===== config.mk =====
export PLATFORM = sky130hd
export DESIGN_NAME = sp_pipe2_flat
export DESIGN_NICKNAME = d
export VERILOG_FILES = /design/src/rtl/sp_pkg.sv /design/src/rtl/sp_pipe2_if.sv /design/src/rtl/sp_alu.sv /design/src/rtl/sp_pipe2.sv /design/src/flat_wrapper.sv
export SDC_FILE = /design/constraint.sdc
export NUM_CORES = 2
export LEC_CHECK = 0
export CORE_MARGIN = 2
export CORE_UTILIZATION = 45
export DETAILED_ROUTE_END_ITERATION = 10
export GPL_TIMING_DRIVEN = 0
export PLACE_DENSITY = 0.61
export SLEW_MARGIN = 20
export SYNTH_ARGS = -nofsm -noshare
export SYNTH_HDL_FRONTEND = slang
export SYNTH_SLANG_ARGS = --single-unit

===== constraint.sdc =====
create_clock -name clk -period 23.7 [get_ports clk]
set_input_delay 7.11 -clock clk [delete_from_list [all_inputs] [get_ports clk]]
set_output_delay 7.11 -clock clk [all_outputs]
set_load 0.005 [all_outputs]

===== src/rtl/sp_pkg.sv =====
// Shared opcode/func encodings and the EX->WB pipeline bundle for the SP pipe2 core.
package sp_pkg;

  localparam logic [5:0] OP_R    = 6'd0;
  localparam logic [5:0] OP_ANDI = 6'd1;
  localparam logic [5:0] OP_ORI  = 6'd2;
  localparam logic [5:0] OP_ADDI = 6'd3;
  localparam logic [5:0] OP_SUBI = 6'd4;
  localparam logic [5:0] OP_LW   = 6'd5;
  localparam logic [5:0] OP_SW   = 6'd6;
  localparam logic [5:0] OP_BEQ  = 6'd7;
  localparam logic [5:0] OP_BNE  = 6'd8;

  localparam logic [5:0] F_AND = 6'd0;
  localparam logic [5:0] F_OR  = 6'd1;
  localparam logic [5:0] F_ADD = 6'd2;
  localparam logic [5:0] F_SUB = 6'd3;
  localparam logic [5:0] F_SLT = 6'd4;
  localparam logic [5:0] F_SLL = 6'd5;
  localparam logic [5:0] F_SRL = 6'd6;

  // Widest supported data path; narrower cores zero-extend into the result field.
  localparam int RES_W = 64;

  // Everything the WB stage needs to retire one instruction.
  typedef struct packed {
    logic             valid;
    logic             wen;
    logic [4:0]       dst;
    logic [RES_W-1:0] result;
    logic             is_lw;
    logic             illegal;
  } ex_wb_t;

endpackage


===== src/rtl/sp_pipe2_if.sv =====
// Instruction-fetch and data-memory bus of the SP pipe2 core.
interface sp_pipe2_if #(
  parameter int DATA_W = 32,
  parameter int MEM_AW = 12
);

  logic              in_valid;
  logic [31:0]       inst;
  logic [31:0]       inst_addr;
  logic              out_valid;
  logic              illegal;
  logic              mem_wen;
  logic [MEM_AW-1:0] mem_addr;
  logic [DATA_W-1:0] mem_din;
  logic [DATA_W-1:0] mem_dout;

  // Core side
  modport master (
    input  in_valid, inst, mem_dout,
    output inst_addr, out_valid, illegal, mem_wen, mem_addr, mem_din
  );

  // Instruction source / data memory side
  modport slave (
    output in_valid, inst, mem_dout,
    input  inst_addr, out_valid, illegal, mem_wen, mem_addr, mem_din
  );

endinterface


===== src/rtl/sp_alu.sv =====
// Combinational ALU: R-type by func, I-type by opcode, plus equality for branches.
module sp_alu
  import sp_pkg::*;
#(
  parameter int DATA_W = 32
) (
  input  logic [5:0]        op_i,
  input  logic [5:0]        func_i,
  input  logic [4:0]        shamt_i,
  input  logic [DATA_W-1:0] a_i,
  input  logic [DATA_W-1:0] b_i,
  output logic [DATA_W-1:0] result_o,
  output logic              eq_o,
  output logic              illegal_o
);

  // Result select; unknown R-type funcs produce zero and raise illegal.
  always_comb begin
    result_o  = '0;
    illegal_o = 1'b0;
    case (op_i)
      OP_R: begin
        case (func_i)
          F_AND:   result_o = a_i & b_i;
          F_OR:    result_o = a_i | b_i;
          F_ADD:   result_o = a_i + b_i;
          F_SUB:   result_o = a_i - b_i;
          F_SLT:   result_o = ($signed(a_i) < $signed(b_i)) ? DATA_W'(1) : '0;
          F_SLL:   result_o = a_i << shamt_i;
          F_SRL:   result_o = a_i >> shamt_i;
          default: illegal_o = 1'b1;
        endcase
      end
      OP_ANDI:             result_o = a_i & b_i;
      OP_ORI:              result_o = a_i | b_i;
      OP_ADDI, OP_LW, OP_SW: result_o = a_i + b_i;
      OP_SUBI:             result_o = a_i - b_i;
      default:             result_o = '0;
    endcase
  end

  assign eq_o = (a_i == b_i);

endmodule


===== src/rtl/sp_pipe2.sv =====
// Two-stage (EX/WB) SP core: PC, register file, EX->WB register and WB->EX bypass.
module sp_pipe2
  import sp_pkg::*;
#(
  parameter int DATA_W  = 32,
  parameter int REG_NUM = 32,
  parameter int MEM_AW  = 12,
  parameter int R0_ZERO = 0
) (
  input  logic       clk,
  input  logic       rst_n,
  sp_pipe2_if.master bus
);

  localparam int IDX_W = (REG_NUM > 1) ? $clog2(REG_NUM) : 1;

  logic [DATA_W-1:0] r [0:REG_NUM-1];

  logic [31:0] pc_q, pc_d;
  ex_wb_t      wb_q, wb_d;
  logic        outValid_q;
  logic        illegal_q;

  logic [5:0]  opcode, funcF;
  logic [4:0]  rsF, rtF, rdF, shamtF;
  logic [15:0] imm16;
  logic [IDX_W-1:0] rsIdx, rtIdx, rdIdx, dstIdx, wbIdx;
  logic [DATA_W-1:0] immExt, rsVal, rtVal, bVal, aluRes, wbVal;
  logic [31:0] pcOffset;
  logic        aluEq, aluIllegal, isWrite, taken, dropR0, wbHit;

  assign opcode = bus.inst[31:26];
  assign rsF    = bus.inst[25:21];
  assign rtF    = bus.inst[20:16];
  assign rdF    = bus.inst[15:11];
  assign shamtF = bus.inst[10:6];
  assign funcF  = bus.inst[5:0];
  assign imm16  = bus.inst[15:0];

  assign rsIdx = rsF[IDX_W-1:0];
  assign rtIdx = rtF[IDX_W-1:0];
  assign rdIdx = rdF[IDX_W-1:0];
  assign wbIdx = wb_q.dst[IDX_W-1:0];

  // andi/ori use a zero-extended immediate so they can build bit masks.
  assign immExt = ((opcode == OP_ANDI) || (opcode == OP_ORI)) ?
                  DATA_W'(imm16) : DATA_W'($signed(imm16));
  assign pcOffset = {{14{imm16[15]}}, imm16, 2'b00};

  // A load's data only arrives during WB, so the bypass picks mem_dout for it.
  assign wbVal = wb_q.is_lw ? bus.mem_dout : wb_q.result[DATA_W-1:0];
  assign wbHit = wb_q.valid && wb_q.wen;

  // Operand read with WB->EX forwarding; r0 reads zero when hard-wired.
  always_comb begin
    rsVal = r[rsIdx];
    rtVal = r[rtIdx];
    if ((R0_ZERO != 0) && (rsIdx == '0)) rsVal = '0;
    if ((R0_ZERO != 0) && (rtIdx == '0)) rtVal = '0;
    if (wbHit && (wbIdx == rsIdx)) rsVal = wbVal;
    if (wbHit && (wbIdx == rtIdx)) rtVal = wbVal;
  end

  assign bVal = ((opcode == OP_R) || (opcode == OP_BEQ) || (opcode == OP_BNE)) ?
                rtVal : immExt;

  sp_alu #(.DATA_W(DATA_W)) u_alu (
    .op_i      (opcode),
    .func_i    (funcF),
    .shamt_i   (shamtF),
    .a_i       (rsVal),
    .b_i       (bVal),
    .result_o  (aluRes),
    .eq_o      (aluEq),
    .illegal_o (aluIllegal)
  );

  assign isWrite = ((opcode == OP_R) && !aluIllegal) ||
                   ((opcode >= OP_ANDI) && (opcode <= OP_LW));
  assign dstIdx  = (opcode == OP_R) ? rdIdx : rtIdx;
  assign dropR0  = (R0_ZERO != 0) && (dstIdx == '0);
  assign taken   = ((opcode == OP_BEQ) && aluEq) || ((opcode == OP_BNE) && !aluEq);

  // Address wraps silently to the memory width.
  assign bus.mem_addr = aluRes[MEM_AW-1:0];
  assign bus.mem_din  = rtVal;
  assign bus.mem_wen  = rst_n && bus.in_valid && (opcode == OP_SW);

  // Next PC: hold during bubbles, branch target when taken, else sequential.
  always_comb begin
    pc_d = pc_q;
    if (bus.in_valid) pc_d = taken ? (pc_q + 32'd4 + pcOffset) : (pc_q + 32'd4);
  end

  // Build the EX->WB bundle; r0 writes are dropped here so they never bypass.
  always_comb begin
    wb_d         = '0;
    wb_d.valid   = bus.in_valid;
    wb_d.wen     = bus.in_valid && isWrite && !dropR0;
    wb_d.dst     = 5'(dstIdx);
    wb_d.result  = RES_W'(aluRes);
    wb_d.is_lw   = (opcode == OP_LW);
    wb_d.illegal = aluIllegal;
  end

  // Pipeline and status registers; reset drops whatever is in flight.
  always_ff @(posedge clk) begin
    if (!rst_n) begin
      pc_q       <= '0;
      wb_q       <= '0;
      outValid_q <= 1'b0;
      illegal_q  <= 1'b0;
    end else begin
      pc_q       <= pc_d;
      wb_q       <= wb_d;
      outValid_q <= wb_q.valid;
      illegal_q  <= wb_q.valid && wb_q.illegal;
    end
  end

  // Register file write at the end of WB.
  always_ff @(posedge clk) begin
    if (!rst_n) begin
      for (int i = 0; i < REG_NUM; i++) r[i] <= '0;
    end else if (wbHit) begin
      r[wbIdx] <= wbVal;
    end
  end

  generate
    if (DATA_W < RES_W) begin : g_unusedRes
      logic unusedResBits;
      assign unusedResBits = ^wb_q.result[RES_W-1:DATA_W];
    end
  endgenerate

  assign bus.inst_addr = pc_q;
  assign bus.out_valid = outValid_q;
  assign bus.illegal   = illegal_q;

endmodule


===== src/flat_wrapper.sv =====
// flat-port wrapper written by rule: the top's interface ports become plain ports
module sp_pipe2_flat import sp_pkg::*;
#(
  parameter int DATA_W  = 32,
  parameter int REG_NUM = 32,
  parameter int MEM_AW  = 12,
  parameter int R0_ZERO = 0
)
  (clk, rst_n, bus_in_valid, bus_inst, bus_mem_dout, bus_inst_addr, bus_out_valid, bus_illegal, bus_mem_wen, bus_mem_addr, bus_mem_din);
  sp_pipe2_if #(.DATA_W(DATA_W), .MEM_AW(MEM_AW)) bus_i ();
  input  logic clk;
  input  logic rst_n;
  input wire logic [$bits(bus_i.in_valid)-1:0] bus_in_valid;
  input wire logic [$bits(bus_i.inst)-1:0] bus_inst;
  input wire logic [$bits(bus_i.mem_dout)-1:0] bus_mem_dout;
  output wire logic [$bits(bus_i.inst_addr)-1:0] bus_inst_addr;
  output wire logic [$bits(bus_i.out_valid)-1:0] bus_out_valid;
  output wire logic [$bits(bus_i.illegal)-1:0] bus_illegal;
  output wire logic [$bits(bus_i.mem_wen)-1:0] bus_mem_wen;
  output wire logic [$bits(bus_i.mem_addr)-1:0] bus_mem_addr;
  output wire logic [$bits(bus_i.mem_din)-1:0] bus_mem_din;
  assign bus_i.in_valid = bus_in_valid;
  assign bus_i.inst = bus_inst;
  assign bus_i.mem_dout = bus_mem_dout;
  assign bus_inst_addr = bus_i.inst_addr;
  assign bus_out_valid = bus_i.out_valid;
  assign bus_illegal = bus_i.illegal;
  assign bus_mem_wen = bus_i.mem_wen;
  assign bus_mem_addr = bus_i.mem_addr;
  assign bus_mem_din = bus_i.mem_din;
  sp_pipe2 #(.DATA_W(DATA_W), .REG_NUM(REG_NUM), .MEM_AW(MEM_AW), .R0_ZERO(R0_ZERO)) u_core (.clk(clk), .rst_n(rst_n), .bus(bus_i));
endmodule

**Yosys cells after proc, flatten, opt, wreduce, memory -nomap -nowiden**

Memories as Yosys holds them, arrays and structs flattened.
Index checks and enable logic that the tools add are counted.

- Input bits: 67
- RAM bits: 1024
- Register bits after elaboration: 75
- Output and inout port bits: 79
- Memories: 1
- ROM bits: 0
- Latch bits: 0
- Word-level logic and storage cells: 80

Memories:

| memory | words | width | read ports | clocked after Yosys merged registers in | wr ports | line | RTL |
|---|---|---|---|---|---|---|---|
| u_core.r | 32 | 32 | 2 | 0 | 32 | sp_pipe2.sv:17 | `logic [DATA_W-1:0] r [0:REG_NUM-1];` |

- Order comparisons: 3
- Muxes and demuxes: 19
- Reduce and logical (&&, ||, !) cells: 23
- Multipliers: 0
- Equality and inequality tests: 17
- Shifts and indexed selects: 2
- Add/subtract/negate cells: 4
- Bitwise gates (word level): 2
- Divide/modulo/power cells: 0

Operators with widths:

| kind | count |
|---|---|
| 32-bit 2-to-1 mux | 7 |
| 32-bit case mux with 7 select lines | 1 |
| 32-bit case mux with 5 select lines | 1 |
| 32-bit adder | 2 |
| 6-bit by 3-bit equality test with 1-bit output (second input constant) | 7 |
| 32-bit by 3-bit adder with 32-bit output (second input constant) | 1 |
| 32-bit bitwise AND | 1 |
| 32-bit equality test | 1 |
| 32-bit less-than comparator | 1 |
| 32-bit bitwise OR | 1 |
| 32-bit OR reduction | 1 |
| 32-bit by 5-bit left shift with 32-bit output | 1 |
| 32-bit by 5-bit right shift with 32-bit output | 1 |
| 32-bit subtractor | 1 |
| 6-bit by 2-bit equality test with 1-bit output (second input constant) | 4 |
| 6-bit by 1-bit equality test with 1-bit output (second input constant) | 2 |
| 6-bit zero test | 2 |
| 1-bit logical AND | 11 |
| 5-bit equality test | 2 |
| 5-bit 2-to-1 mux | 2 |
| 1-bit 2-to-1 mux | 8 |
| 7-bit OR reduction | 1 |
| 6-bit by 4-bit equality test with 1-bit output (second input constant) | 1 |
| 6-bit by 1-bit greater-or-equal comparator with 1-bit output (second input constant) | 1 |
| other kinds (4) | 9 |

**Depth between registers and ports, before layout**

- Depth after elaboration: 9
- Depth in mapped cells: 25
- Mapped depth without buffers: 22

**Cells and area by module**

From an unflattened synthesis, not the netlist that was laid out.

- Cell total of the unflattened synthesis: 5267
- Area, all modules: 66847.9 µm²

Modules (own cells, without submodules):

| module | area each (µm²) | cells each | times used | sequential area each (µm²) |
|---|---|---|---|---|
| sp_pipe2 | 57780.4 | 4011 | 1 | 32210.9 |
| sp_alu | 9067.4 | 1256 | 1 | 0.0 |

**Least setup slack after synthesis**

Ideal clock, no wire load.

- Path kind: input -> output
- Start: input port bus_inst[16]
- End: output port bus_mem_addr[10]
- Required time: 16.590 ns
- Arrival time: 12.247 ns
- Stages: 25
- Path slack: 4.343 ns
- Buffers on the path: 4
- Path through: clkbuf_1 > clkbuf_1 > buf_1 > mux4_2 > mux4_2 > mux2_2 > nand2_1 > o21ai_0 > nand2_1 > and2_1 > inv_1 > ha_1 > inv_1 > fa_1 > nand2b_1 > a221oi_1 > o21a_1 > nand2_1 > a21oi_1 > nor2_1 > a221o_1 > a221oi_1 > a21boi_0 > a32oi_1 > buf_4

- Word-level cells in the longest chain between the ends: 7
- Elaborated cells on any way between the ends: 11
- Classes of those cells: 2 x add/sub; 1 x eq/ne; 4 x mux; 2 x bitwise; 1 x reduce/logical; 1 x memory

Ends and longest elaborated chain:

| item | line | RTL |
|---|---|---|
| from (decl) | flat_wrapper.sv:14 | `input wire logic [$bits(bus_i.inst)-1:0] bus_inst;` |
| branches (longest 2 deep; another with memory 32 x 32 bit) | -- |  |
| 32-bit 2-to-1 mux (*) | sp_pipe2.sv:61 | `if (wbHit && (wbIdx == rtIdx)) rtVal = wbVal;` |
| named net bus_mem_din[0] | flat_wrapper.sv:21 | `output wire logic [$bits(bus_i.mem_din)-1:0] bus_mem_din;` |
| 32-bit 2-to-1 mux (*) | sp_pipe2.sv:64 | `assign bVal = ((opcode == OP_R) \|\| (opcode == OP_BEQ) \|\| (opcode == OP_BNE)) ?` |
| 32-bit subtractor / 32-bit adder (equally long branches) | -- |  |
| 32-bit case mux with 7 select lines | sp_alu.sv:23 | `case (func_i)` |
| 32-bit case mux with 5 select lines (*) | sp_alu.sv:21 | `case (op_i)` |
| to (decl) | flat_wrapper.sv:20 | `output wire logic [$bits(bus_i.mem_addr)-1:0] bus_mem_addr;` |

Mark *: on every way through the listed nets, which the timed path passes.

**Final worst setup path**

- Start: input port bus_inst[16]
- End: output port bus_mem_addr[0]

- Word-level cells in the longest chain between the ends: 8
- Elaborated cells on any way between the ends: 13
- Classes of those cells: 2 x add/sub; 1 x order compare; 1 x eq/ne; 5 x mux; 2 x bitwise; 1 x reduce/logical; 1 x memory

Ends and longest elaborated chain:

| item | line | RTL |
|---|---|---|
| branches (longest 2 deep; another with memory 32 x 32 bit) | -- |  |
| 32-bit 2-to-1 mux (*) | sp_pipe2.sv:61 |  |
| 32-bit 2-to-1 mux (*) | sp_pipe2.sv:64 |  |
| 32-bit less-than comparator | sp_alu.sv:28 | `F_SLT: result_o = ($signed(a_i) < $signed(b_i)) ? DATA_W'(1) : '0;` |
| 1-bit 2-to-1 mux | sp_alu.sv:28 |  |
| 32-bit case mux with 7 select lines | sp_alu.sv:23 |  |
| 32-bit case mux with 5 select lines (*) | sp_alu.sv:21 |  |

Mark *: on every way between the ends.

==> flow_summary.yaml <==
outcome:
  status: "completed"
detailed_routing:
  drt_iter0_drc: 10700
  drcViolationCount: 0
  routed_wirelength_um: 359000
  vias_per_cell: 7.19
  wl_per_cell_um: 42.9
  dr.pass1.iters: 6
  ant_nets: 0
  vias: 60200
critical_path:
  path_class: "primary input to output pin"
  critPathLaunchType: "primary input"
  cp_max_fo: 10
  worstPathArrival_ns: 16.46
  worst_ep_required_time_ns: 16.59
  r2r_slack_ns: 14.67
  end_kind: "output pin"
synth:
  synth_xor_area_frac: 0.0125
  syn_area_um2: 68000
  yosys-mux-area-fraction: 0.233
  async_flop_share: 0
  synth_edf_count: 1024
  synth_adder_area_share: 0.0241
  synth-seq-area-share: 0.474
  syn-instance-count: 5923
  synth_flop_cell: "edfxtp_1"
  synth-compound-area-share: 0.0963
  synth_seq_cells: 1097
  syn_area_per_cell_um2: 11.5
  synth_top_family_by_area: "multiplexers"
  yosysUniqueCellTypes: 90
  yosys.area_share.simple: 0.117
  yosys_warnings: 0
placement:
  dpl_cell_area_um2: 73500
  gp_congestion: 1.07
  portBuffers: 135
  dpl.cell_count: 8137
  hpwl_um: 256000
final_layout:
  layout-drive-gt1-share: 0.166
  instances_no_fill: 8377
  layout_commonest_cell: "nor2_1"
  area_growth_pct: 14.0
  layout_common_cells: "nor2_1 (1256), edfxtp_1 (1024), mux4_2 (462)"
  utilization: 0.517
  final_nets: 6441
  fin_area_um2: 77600
  fillerInstances: 13500
global_route:
  grt_start_max_net_pins: 28
  grt_pass1_vias: 57200
  grt.overflow.total: 0
  grt_antenna_before_repair: 20
  grtUsageTotal: 0.459
  grt_pass1_wl_um: 477000
timing:
  fin_skew_ns: 0.0722
  fmax_ghz: 0.0424
  relSlewSlack: 0.0428
  whs_ns: 0.482
  final_max_slew_viol_count: 0
  rsz0062_at_grt: "false"
  finalSetupTns_ns: 0
  period_share: 0.995
  timing.final.crit_period_ns: 23.57
  tightest_slew_ns: 1.44
  hold_viol: 0
  finalSetupViolations: 0
floorplan:
  die_y_um: 393
  num_rows: 142
  core_area_um2: 150000
  fp.dieArea_um2: 154000
  initial_core_util: 0.454
  chipWidth_um: 393
  io_pins: 146
clock_network:
  cts_buffer_depth: 3
  cts.htree.levels: 3
  hold_buffers: 0
  root_buffer: "clkbuf_16"
  cts.clk_slew.worst_paths_ns: 0.05
  post-cts-setup-buffers: 0
  ctsResizeCount: 0
  clk_latency_ns: 0.83
  cts_made_buffers: 121
  clock-sinks: 1097
  cts_tree: "done"
power_and_ir_drop:
  intPower_uw: 3630
  pwr-share-comb: 0.213
  powerDensity_nw_per_um2: 68.2
  leakagePower_uw: 0.0272
  irDropWorstVdd_mv: 0.0706
  switchingPower_uw: 1660
  switching_share: 0.314
  pwr-share-clk: 0.369
  power_frac_seq: 0.418
min_path:
  hold_path_class: "register to register"
run:
  drv_cap: 0
routing by layer:
layer | global-route usage | vias to the layer above | share of wire
met4 | 0.373 | 26 | 0.10
met1 | 0.531 | 29500 | 0.32
met3 | 0.185 | 1747 | 0.15
li1 | - | 23000 | -
met2 | 0.670 | 5963 | 0.42
met5 | 0.00766 | - | 0.00093
path summary, 6_finish.rpt:
kind	start	end	cells after the start
min	u_core.bus.inst_addr[31]	u_core.bus.inst_addr[31]	2
max	bus_inst[16]	bus_mem_addr[0]	25
max reg2reg	u_core.wb_q[1]	u_core.bus.inst_addr[30]	21
min reg2reg	u_core.bus.inst_addr[31]	u_core.bus.inst_addr[31]	2
power by group through the flow:
stage | Sequential [µW] | Combinational [µW] | Clock, µW
after floorplan | 2240 | 603 | 0
after global placement | 2250 | 1030 | 0
after detailed placement | 2250 | 1060 | 0
after CTS | 2210 | 1060 | 1930
after global routing | 2220 | 1130 | 2000
final | 2210 | 1130 | 1950
cell usage after synthesis, drive strengths merged, types with 11 or more instances:
cell type | n | area, µm²
a211oi | 34 | 255
or3 | 16 | 100
mux2i | 477 | 4790
nor2 | 1258 | 4720
nand4 | 19 | 119
ha | 126 | 1580
o31ai | 12 | 90.1
nor2b | 18 | 113
a21o | 28 | 210
a221o | 19 | 190
a221oi | 28 | 251
a31oi | 27 | 169
a311oi | 15 | 131
and3 | 25 | 156
and2 | 39 | 244
nand3 | 57 | 285
o21bai | 22 | 165
nor4 | 37 | 250
a211o | 11 | 96.3
o211ai | 18 | 135
mux2 | 56 | 631
o221ai | 25 | 219
clkbuf | 394 | 1480
o21a | 18 | 135
edfxtp | 1024 | 30700
o21ai | 152 | 761
inv | 130 | 488
xor2 | 31 | 272
nand2 | 335 | 1260
xnor2 | 66 | 578
o22ai | 21 | 131
dfxtp | 73 | 1460
nand2b | 16 | 100
a21oi | 294 | 1480
nor3 | 61 | 305
a22oi | 183 | 1370
mux4 | 462 | 10400
buf | 171 | 1040
registers in the layout, summed over array words and instances, names as in the netlist:
signal	flops
u_core.bus.out_valid	1
u_core.wb_q	36
u_core.wbIdx	5
u_core.bus.inst_addr	30
u_core.r	1024
u_core.bus.illegal	1
per-stage QoR:
step                setup slack [ns]  power [µW]
finish                         0.127        5290
global route                   0.345        5350
CTS                            0.687        5210
detailed placement             0.704        3310
global placement               0.142        3290
floorplan                       4.34        2840
cell families after synthesis:
family,count (synthesis)
XOR/XNOR,97
AND/OR/NAND/NOR,1916
other,1
multiplexers,995
AO/OA/AOI/OAI,991
buffers and inverters,697
adder cells (fa/ha/maj),129
flip-flops,1097
layout make-up:
type                            instances  area (µm²)  share of cell area
Buffer                                565        2610              0.0336
Inverter                              132         495             0.00639
Clock inverter                         86         850              0.0110
Sequential cell                      1097       32200               0.415
Tap cell                             2016        2520              0.0325
Timing Repair Buffer                  198        2440              0.0314
Antenna cell                           13        32.5            0.000419
Multi-Input combinational cell       4130       33300               0.429
Clock buffer                          140        3100              0.0400
critical path, cell delays in order:
cell	delay (ns)
clkbuf_1	0.67
buf_2	0.68
xor2_1	0.15
nor4_1	0.24
nand4_1	0.59
clkbuf_1	0.42
o21ai_0	0.98
nand2_1	0.35
and2_1	0.31
inv_1	0.10
ha_1	0.19
inv_1	0.07
fa_1	0.49
nand2b_1	0.13
a221oi_1	0.16
o2111a_1	0.35
o2111ai_1	0.37
nand4_1	0.27
nand2_1	0.44
o21ai_0	0.16
nand2_1	0.10
nand4_1	0.45
a32oi_1	0.90
buf_4	0.23
clkdlybuf4s50_1	0.49
Power figures use the tool's default switching activity.
